<file path="config.mk">
export PLATFORM = sky130hd
export DESIGN_NAME = ts_cc_monitor
export DESIGN_NICKNAME = d
export VERILOG_FILES = /design/src/rtl/ts_pkg.sv /design/src/rtl/ts_pid_table.sv /design/src/rtl/ts_cc_monitor.sv
export SDC_FILE = /design/constraint.sdc
export NUM_CORES = 1
export LEC_CHECK = 0
export CORE_ASPECT_RATIO = 0.5
export CORE_MARGIN = 2
export CORE_UTILIZATION = 59
export DETAILED_ROUTE_END_ITERATION = 8
export GPL_ROUTABILITY_DRIVEN = 0
export GPL_TIMING_DRIVEN = 0
export PLACE_DENSITY_LB_ADDON = 0.12
export SYNTH_ARGS = -nofsm -noshare
export SYNTH_HDL_FRONTEND = slang
export SYNTH_HIERARCHICAL = 1
export SYNTH_SLANG_ARGS = --single-unit
</file>
<file path="constraint.sdc">
create_clock -name clk -period 9.95 [get_ports clk]
set_input_delay 0.995 -clock clk [delete_from_list [all_inputs] [get_ports clk]]
set_output_delay 0.995 -clock clk [all_outputs]
set_load 0.05 [all_outputs]
</file>
<file path="src/rtl/ts_pkg.sv">
// Shared constants and types for the TS continuity-counter monitor.
package ts_pkg;

    localparam logic [7:0]  TS_SYNC_BYTE = 8'h47;
    localparam int unsigned TS_PKT_LEN   = 188;
    localparam logic [7:0]  TS_LAST_IDX  = 8'(TS_PKT_LEN - 1);
    localparam logic [12:0] TS_NULL_PID  = 13'h1FFF;

    // adaptation_field_control encodings; bit0 = payload present, bit1 = AF present
    localparam logic [1:0] AFC_RESERVED   = 2'b00;
    localparam logic [1:0] AFC_PAYLOAD    = 2'b01;
    localparam logic [1:0] AFC_AF_ONLY    = 2'b10;
    localparam logic [1:0] AFC_AF_PAYLOAD = 2'b11;

    typedef struct packed {
        logic        tei;
        logic [12:0] pid;
        logic [1:0]  afc;
        logic [3:0]  cc;
        logic        disc;
    } ts_hdr_t;

    typedef struct packed {
        logic        vld;
        logic [12:0] pid;
        logic [3:0]  cc;
        logic        dup;
    } pid_slot_t;

    typedef enum logic [1:0] {
        StSync,
        StHdr,
        StAf,
        StPayload
    } ts_state_e;

    function automatic logic afc_has_payload(input logic [1:0] afc);
        return afc[0];
    endfunction

endpackage

</file>
<file path="src/rtl/ts_pid_table.sv">
// Fully associative PID -> last-CC table with lowest-free-slot allocation.
// Optional macro TS_CC_DUP_EN: tolerate one duplicate payload packet per PID.
module ts_pid_table
    import ts_pkg::*;
#(
    parameter int unsigned PID_SLOTS = 8
) (
    input  logic        clk,
    input  logic        rst,
    input  logic        lookup,
    input  logic [12:0] pid,
    input  logic [3:0]  cc,
    input  logic [1:0]  afc,
    input  logic        disc,
    output logic        cc_err,
    output logic [3:0]  exp_cc,
    output logic        table_full
);

    localparam int unsigned IDX_W = (PID_SLOTS > 1) ? $clog2(PID_SLOTS) : 1;

    pid_slot_t            slots_q [PID_SLOTS];
    logic                 full_q;
    logic                 hit;
    logic                 free_any;
    logic [IDX_W-1:0]     hit_idx;
    logic [IDX_W-1:0]     free_idx;
    pid_slot_t            hit_slot;
    logic                 dup_ok;

    // Associative match and lowest free slot (descending scan, last write wins).
    always_comb begin
        hit      = 1'b0;
        hit_idx  = '0;
        free_any = 1'b0;
        free_idx = '0;
        for (int i = int'(PID_SLOTS) - 1; i >= 0; i--) begin
            if (slots_q[i].vld && (slots_q[i].pid == pid)) begin
                hit     = 1'b1;
                hit_idx = IDX_W'(i);
            end
            if (!slots_q[i].vld) begin
                free_any = 1'b1;
                free_idx = IDX_W'(i);
            end
        end
    end

    // Expected CC and error decision for the packet under evaluation.
    always_comb begin
        hit_slot = slots_q[hit_idx];
        exp_cc   = afc_has_payload(afc) ? hit_slot.cc + 4'd1 : hit_slot.cc;
`ifdef TS_CC_DUP_EN
        dup_ok   = afc_has_payload(afc) && (cc == hit_slot.cc) && !hit_slot.dup;
`else
        dup_ok   = 1'b0;
`endif
        cc_err   = lookup && hit && !disc && (cc != exp_cc) && !dup_ok;
    end

    // Table update: refresh CC on hit, allocate on miss, flag overflow.
    always_ff @(posedge clk or posedge rst) begin
        if (rst) begin
            for (int i = 0; i < int'(PID_SLOTS); i++) begin
                slots_q[i] <= '0;
            end
            full_q <= 1'b0;
        end else if (lookup) begin
            if (hit) begin
                slots_q[hit_idx].cc <= cc;
`ifdef TS_CC_DUP_EN
                slots_q[hit_idx].dup <= dup_ok && !disc;
`endif
            end else if (free_any) begin
                slots_q[free_idx] <= '{vld: 1'b1, pid: pid, cc: cc, dup: 1'b0};
            end else begin
                full_q <= 1'b1;
            end
        end
    end

    assign table_full = full_q;

endmodule

</file>
<file path="src/rtl/ts_cc_monitor.sv">
// Per-channel TS continuity-counter monitor: packet framer, header parser,
// one-cycle evaluation stage and saturating QoS counters.
// Optional macro TS_CC_DUP_EN (handled in ts_pid_table): allow one duplicate packet.
module ts_cc_monitor
    import ts_pkg::*;
#(
    parameter int unsigned PID_SLOTS = 8,
    parameter int unsigned CNT_W     = 16
) (
    input  logic             clk,
    input  logic             rst,
    input  logic             valid,
    input  logic [7:0]       ts_byte,
    output logic             pkt_done,
    output logic             cc_err,
    output logic [12:0]      err_pid,
    output logic [3:0]       err_exp,
    output logic [3:0]       err_got,
    output logic             sync_err,
    output logic [CNT_W-1:0] cc_err_cnt,
    output logic [CNT_W-1:0] tei_cnt,
    output logic [CNT_W-1:0] sync_err_cnt,
    output logic             table_full
);

    ts_state_e        state_q, state_d;
    logic [7:0]       idx_q, idx_d;
    ts_hdr_t          hdr_q, hdr_d;
    logic [7:0]       af_len_q, af_len_d;
    logic             eval_vld_q, eval_vld_d;
    ts_hdr_t          eval_q, eval_d;
    logic             sync_err_q, sync_err_d;
    logic [12:0]      err_pid_q;
    logic [3:0]       err_exp_q, err_got_q;
    logic [CNT_W-1:0] cc_err_cnt_q, tei_cnt_q, sync_err_cnt_q;
    logic             lookup;
    logic             tbl_err;
    logic [3:0]       tbl_exp;

    // Framer FSM: byte index, header capture and hand-off to evaluation.
    always_comb begin
        state_d    = state_q;
        idx_d      = idx_q;
        hdr_d      = hdr_q;
        af_len_d   = af_len_q;
        eval_vld_d = 1'b0;
        eval_d     = eval_q;
        sync_err_d = 1'b0;
        if (valid) begin
            unique case (state_q)
                StSync: begin
                    if (ts_byte == TS_SYNC_BYTE) begin
                        state_d  = StHdr;
                        idx_d    = 8'd1;
                        hdr_d    = '0;
                        af_len_d = '0;
                    end else begin
                        sync_err_d = 1'b1;
                    end
                end
                StHdr: begin
                    idx_d = idx_q + 8'd1;
                    case (idx_q)
                        8'd1: begin
                            hdr_d.tei       = ts_byte[7];
                            hdr_d.pid[12:8] = ts_byte[4:0];
                        end
                        8'd2: hdr_d.pid[7:0] = ts_byte;
                        default: begin
                            hdr_d.afc = ts_byte[5:4];
                            hdr_d.cc  = ts_byte[3:0];
                            state_d   = ts_byte[5] ? StAf : StPayload;
                        end
                    endcase
                end
                StAf: begin
                    idx_d = idx_q + 8'd1;
                    if (idx_q == 8'd4) begin
                        af_len_d = ts_byte;
                    end else begin
                        // An empty adaptation field carries no flags byte.
                        if (af_len_q != 8'd0) begin
                            hdr_d.disc = ts_byte[7];
                        end
                        state_d = StPayload;
                    end
                end
                StPayload: begin
                    if (idx_q == TS_LAST_IDX) begin
                        idx_d      = 8'd0;
                        state_d    = StSync;
                        eval_vld_d = 1'b1;
                        eval_d     = hdr_q;
                    end else begin
                        idx_d = idx_q + 8'd1;
                    end
                end
                default: state_d = StSync;
            endcase
        end
    end

    // Framer and evaluation registers.
    always_ff @(posedge clk or posedge rst) begin
        if (rst) begin
            state_q    <= StSync;
            idx_q      <= '0;
            hdr_q      <= '0;
            af_len_q   <= '0;
            eval_vld_q <= 1'b0;
            eval_q     <= '0;
            sync_err_q <= 1'b0;
        end else begin
            state_q    <= state_d;
            idx_q      <= idx_d;
            hdr_q      <= hdr_d;
            af_len_q   <= af_len_d;
            eval_vld_q <= eval_vld_d;
            eval_q     <= eval_d;
            sync_err_q <= sync_err_d;
        end
    end

    // Null PID and TEI packets never touch the table.
    assign lookup = eval_vld_q && !eval_q.tei && (eval_q.pid != TS_NULL_PID);

    ts_pid_table #(
        .PID_SLOTS (PID_SLOTS)
    ) u_pid_table (
        .clk        (clk),
        .rst        (rst),
        .lookup     (lookup),
        .pid        (eval_q.pid),
        .cc         (eval_q.cc),
        .afc        (eval_q.afc),
        .disc       (eval_q.disc),
        .cc_err     (tbl_err),
        .exp_cc     (tbl_exp),
        .table_full (table_full)
    );

    // Last-error capture and saturating counters.
    always_ff @(posedge clk or posedge rst) begin
        if (rst) begin
            err_pid_q      <= '0;
            err_exp_q      <= '0;
            err_got_q      <= '0;
            cc_err_cnt_q   <= '0;
            tei_cnt_q      <= '0;
            sync_err_cnt_q <= '0;
        end else begin
            if (tbl_err) begin
                err_pid_q <= eval_q.pid;
                err_exp_q <= tbl_exp;
                err_got_q <= eval_q.cc;
                if (cc_err_cnt_q != '1) cc_err_cnt_q <= cc_err_cnt_q + CNT_W'(1);
            end
            if (eval_vld_q && eval_q.tei && (tei_cnt_q != '1)) begin
                tei_cnt_q <= tei_cnt_q + CNT_W'(1);
            end
            if (sync_err_d && (sync_err_cnt_q != '1)) begin
                sync_err_cnt_q <= sync_err_cnt_q + CNT_W'(1);
            end
        end
    end

    // Error details are visible in the same cycle as the cc_err pulse.
    assign pkt_done     = eval_vld_q;
    assign cc_err       = tbl_err;
    assign err_pid      = tbl_err ? eval_q.pid : err_pid_q;
    assign err_exp      = tbl_err ? tbl_exp    : err_exp_q;
    assign err_got      = tbl_err ? eval_q.cc  : err_got_q;
    assign sync_err     = sync_err_q;
    assign cc_err_cnt   = cc_err_cnt_q;
    assign tei_cnt      = tei_cnt_q;
    assign sync_err_cnt = sync_err_cnt_q;

endmodule
</file>
==> Word-level counts from Yosys, hierarchy flattened <==
Index checks and enable logic that the tools add are counted.
{ "word_totals": {"out_inout_bits": 73, "ff_bits": 282, "inputBits": 11} }
{ "classes": {"n_addsub": 5, "n_eq_ne": 29, "bitwise": 4, "magnitude_cmp": 4, "n_mux": 73, "reduce_logical": 38} }
{ "ops": {"columns": ["cell", "count"], "rows": [
  ["152-bit bitwise mux", 2],
  ["152-bit 2-to-1 mux", 2],
  ["19-bit demux with 3-bit select", 2],
  ["13-bit equality test", 8],
  ["19-bit binary-select mux with 3-bit select", 1],
  ["16-bit by 1-bit adder with 16-bit output (second input constant)", 3],
  ["3-bit 2-to-1 mux", 16],
  ["16-bit != test (second input constant)", 3],
  ["8-bit 2-to-1 mux", 5],
  ["20-bit one-hot mux with 2 select lines", 1],
  ["1-bit 2-to-1 mux", 25],
  ["8-bit one-hot mux with 3 select lines", 1],
  ["21-bit 2-to-1 mux", 1],
  ["19-bit 2-to-1 mux", 1],
  ["1-bit logical AND", 18],
  ["8-bit one-hot mux with 2 select lines", 1],
  ["4-bit AND reduction", 4],
  ["5-bit 2-to-1 mux", 3],
  ["13-bit 2-to-1 mux", 1],
  ["13-bit != test (second input constant)", 1],
  ["4-bit 2-to-1 mux", 3],
  ["6-bit 2-to-1 mux", 2],
  ["2-bit != test (second input constant)", 6],
  ["5-bit AND reduction", 2],
  ["other kinds (25)", 41]
]} }

==> Depth between registers and ports, before layout <==
{ "logic_depth": {"word_depth": 19, "ltp_mapped": 22, "mapped_depth_nobuf": 19} }

==> Modules after synthesis <==
Netlist, hierarchy kept.
{ "by_module_without_submodules": {"columns": ["mod", "area_per_inst_um2", "cells_per_inst", "seq_area_each_um2", "n_inst"], "rows": [
  ["ts_pid_table", 7926.4, 647, 3628.5, 1],
  ["ts_cc_monitor", 5941.9, 497, 3278.1, 1]
]} }

==> Least setup slack after synthesis <==
OpenSTA, ideal clock, no wires.
{ "synth_timing": {"path_type": "reg2out", "from": "register eval_q[18] (netlist name)", "to": "output port err_exp[0]", "path_stages_with_launch": 18, "slack_ns": 4.372, "required_time_ns": 8.955, "arrival_ns": 4.583, "cell_sequence": "dfrtp_1 > buf_6 > buf_4 > xnor2_1 > nand4_1 > nor4_2 > nor2_1 > nor4_1 > a2111oi_0 > mux2_2 > ha_1 > mux2_2 > xor2_1 > o21ai_1 > nand2_1 > clkbuf_1 > clkbuf_1 > mux2_2"} }
{ "synth_between": {"elab_chain_cells": 19, "elab_cells_between_ends": 45} }
{ "synth_lines": {"columns": ["item", "line_no", "text"], "rows": [
  ["start: declaration", "ts_cc_monitor.sv:31", "ts_hdr_t eval_q, eval_d;"],
  ["start signal: assignment", "ts_cc_monitor.sv:119", "eval_q <= eval_d;"],
  ["13-bit equality test", "ts_pid_table.sv:38", "if (slots_q[i].vld && (slots_q[i].pid == pid)) begin"],
  ["1-bit logical AND", "ts_pid_table.sv:38", null],
  ["3-bit 2-to-1 mux (7 in series)", "ts_pid_table.sv:38", null],
  ["3-bit 2-to-1 mux *", "ts_pid_table.sv:38", null],
  ["3-bit NOT with 4-bit output (not written as such) *", "ts_pid_table.sv:51", "hit_slot = slots_q[hit_idx];"],
  ["19-bit binary-select mux with 3-bit select *", "ts_pid_table.sv:51", null],
  ["5-bit 2-to-1 mux (not written as such) * (2 in series)", "ts_pid_table.sv:51", null],
  ["4-bit by 1-bit adder with 4-bit output", "ts_pid_table.sv:52", "exp_cc = afc_has_payload(afc) ? hit_slot.cc + 4'd1 : hit_slot.cc;"],
  ["4-bit 2-to-1 mux *", "ts_pid_table.sv:52", null],
  ["net tbl_exp[1]", "ts_cc_monitor.sv:38", "logic [3:0] tbl_exp;"],
  ["4-bit != test *", "ts_pid_table.sv:58", "cc_err = lookup && hit && !disc && (cc != exp_cc) && !dup_ok;"],
  ["1-bit logical AND *", "ts_pid_table.sv:58", null],
  ["net cc_err", "ts_cc_monitor.sv:15", "output logic cc_err,"],
  ["4-bit 2-to-1 mux *", null, null],
  ["end: declaration", "ts_cc_monitor.sv:17", "output logic [3:0] err_exp,"]
]} }
Mark *: on every way through the listed nets, which the timed path passes. The rest lies on a longest branch. The select of a mux whose other input is x is not followed.

==> Worst setup path in the final report <==
{ "layout_timing": {"from": "register eval_q[10] (netlist name)", "to": "output port err_exp[2]"} }
{ "layout_between": {"elab_chain_cells": 19, "elab_cells_between_ends": 45} }
{ "layout_lines": {"columns": ["item", "line_no"], "rows": [
  ["13-bit equality test", "ts_pid_table.sv:38"],
  ["1-bit logical AND", "ts_pid_table.sv:38"],
  ["3-bit 2-to-1 mux (7 in series)", "ts_pid_table.sv:38"],
  ["3-bit 2-to-1 mux *", "ts_pid_table.sv:38"],
  ["3-bit NOT with 4-bit output (not written as such) *", "ts_pid_table.sv:51"],
  ["19-bit binary-select mux with 3-bit select *", "ts_pid_table.sv:51"],
  ["5-bit 2-to-1 mux (not written as such) * (2 in series)", "ts_pid_table.sv:51"],
  ["4-bit by 1-bit adder with 4-bit output", "ts_pid_table.sv:52"],
  ["4-bit 2-to-1 mux *", "ts_pid_table.sv:52"],
  ["net tbl_exp[1]", "ts_cc_monitor.sv:38"],
  ["4-bit != test *", "ts_pid_table.sv:58"],
  ["1-bit logical AND *", "ts_pid_table.sv:58"],
  ["4-bit 2-to-1 mux *", null]
]} }
Marks and branches as above.

==> results.cfg <==
[detailed_routing]
wire_per_inst_um = 20.5
finalWirelength_um = 32300
drt_iter0_drc = 589
ant_nets = 0
viasPerCell = 5.90
first_pass_iters = 5
vias = 9292
drc_errors = 0

[global_route]
grt_pass1_wl_um = 52600
grt_overflow = 0
grt_pass1_vias = 9782
grt_max_degree = 101
antenna_found_initial = 0
track_usage_pct = 27.3

[setup_path]
path_common_cell = mux2_2
worstPathCellList = buf_6 -> buf_2 -> xnor2_1 -> nand4_1 -> nor4_2 -> nor2_1 -> nor4_1 -> a2111oi_0 -> mux2_2 -> ha_1 -> mux2_2 -> xor2_1 -> o21ai_1 -> nand2_1 -> clkbuf_1 -> clkbuf_1 -> mux2_2 -> clkdlybuf4s50_1
path_max_fanout = 10
crit_arrival_ns = 6.91
start_kind = register
crit_type = reg2out
required_ns = 8.96
slowest_stage = nor4_1
crit_path_end_kind = primary output
critical-path-max-stage-delay_ns = 0.85

[floorplanning]
chipWidth_um = 220
rows = 39
fp.coreArea_um2 = 22900
num_io_pins = 84
die_area_um2 = 24700
die_y_um = 112
start_util_pct = 60.3

[timing]
rsz0062_at_grt = no
fin_crit_sh_pct = 79.5
fin_skew_ns = 0.0105
hold_viol_final = 0
hold_ws_ns = 0.498
max-slew-margin-rel_pct = 27.9
tns_ns = 0
worstMarginPinSlew_ns = 1.07
finalCriticalPeriod_ns = 7.91
setup_viol = 0
slew_violations = 0
fmax_mhz = 126

[final_layout]
syn_to_final_growth_pct = 15.2
fillers = 1644
stdcell_count = 1576
layout_common_cells = dfrtp_1 (274), mux2_2 (178), xnor2_1 (116), clkdlybuf4s50_1 (82), nand2_1 (68)
final_common_cell = dfrtp_1
regArea_um2 = 6860
diodes = 0
fin_area_um2 = 15900
layout.nets = 1275
layout-drive-gt1-share_pct = 25.0
multiInputGateArea_um2 = 6420

[cts]
clk_transition_reported_paths_ns = 0.07
cts_setup_buffers = 0
cts.htree.levels = 1
cts_tree = built
postCtsResizedCells = 0
clkSinkCount = 274
insertion_delay_ns = 0.54
numCtsBuffers = 25
cts_buffer_depth = 3
root_buffer = clkbuf_16
holdBufCountCts = 0

[power_and_ir_drop]
seqPwrFrac_pct = 47.3
switching_power_mw = 0.724
ir_drop_uv = 205
clockPowerShare_pct = 37.5
leakagePower_nw = 7.39
cell_internal_pwr_mw = 1.90
cellPowerDensity_nw_per_um2 = 165
combPwrFrac_pct = 15.2
switching_share_pct = 27.6

[place]
place_hpwl_um = 22600
placed_cell_area_um2 = 15100
placedCellCount = 1531
numPortBuffers = 82

[synth]
yosysWarnings = 6
syn-cell-area_um2 = 13800
synthCells = 1140
avgSynthCellArea_um2 = 12.1
synth_nets = 1164

[job]
drv_cap = 0

[outcome]
outcome = finished clean

[worst_hold_path]
hp-class = reg2reg
[per-layer routing]
metal | GRT usage [%] | part of all wire [%] | up-vias
met4 | 7.43 | 2.4 | 0
met5 | 0 | 0 | -
met2 | 44.0 | 47 | 214
li1 | - | - | 4272
met3 | 5.75 | 5.3 | 55
met1 | 37.7 | 46 | 4751
[state kept, by name, summed over array words and instances (netlist names), 2 cells and up]
signal / cells
idx_q: 8
u_pid_table/slots_q: 144
eval_q: 20
hdr_q: 20
cc_err_cnt: 16
err_exp_q: 4
err_got_q: 4
sync_err_cnt: 16
state_q: 2
tei_cnt: 16
err_pid_q: 13
af_len_q: 8
[stage by stage]
| stage | setup WS (ns) | total power [mW] | utilization (%) |
|---|---|---|---|
| after global routing | 1.80 | 2.74 | 69.5 |
| after global placement | 2.90 | 1.64 | 65.6 |
| after detailed placement | 2.72 | 1.66 | 65.8 |
| final | 2.04 | 2.62 | 69.5 |
| after floorplan | 4.37 | 1.54 | - |
| after CTS | 2.18 | 2.64 | 69.5 |
[power by group through the flow]
stage               clock (mW)  combinational [mW]  sequential, mW
floorplan                    0               0.262            1.28
finish                   0.983               0.399            1.24
global placement             0               0.381            1.25
global route              1.05               0.442            1.25
CTS                       1.00               0.402            1.24
detailed placement           0               0.400            1.26
[critical path: cells and delay by family (launching register included)]
kind	cells	cell delay (ns)
compound gates	2	0.37
xor+xnor	2	0.34
fa+ha+maj	1	0.29
buf+inv	5	2.24
flops	1	0.43
mux	3	1.07
simple gates	5	1.59
[worst paths after layout]
kind                              startpoint  slack [ns]  cells past startpoint                 endpoint
worst max-delay path              eval_q[10]        2.04                     18               err_exp[2]
worst min-delay path            err_pid_q[6]        0.50                      1             err_pid_q[6]
worst max register to register    eval_q[10]        4.19                     20           cc_err_cnt[14]
worst min register to register  err_pid_q[6]        0.50                      1             err_pid_q[6]
max in group asynchronous                rst        8.11                      3  u_pid_table/slots_q[70]
min in group asynchronous                rst        0.94                      2             err_pid_q[8]
[final cells by class]
cell class / instances / share of cell area, %
repair buffers: 84 / 5.51
clock inverters: 12 / 0.779
flip-flops and latches: 274 / 43.1
well taps: 307 / 2.42
clock buffers: 33 / 4.44
inverters: 31 / 0.795
plain buffers: 54 / 2.52
multi-input cells: 781 / 40.4
No activity file was read; power rests on OpenSTA's default activity.
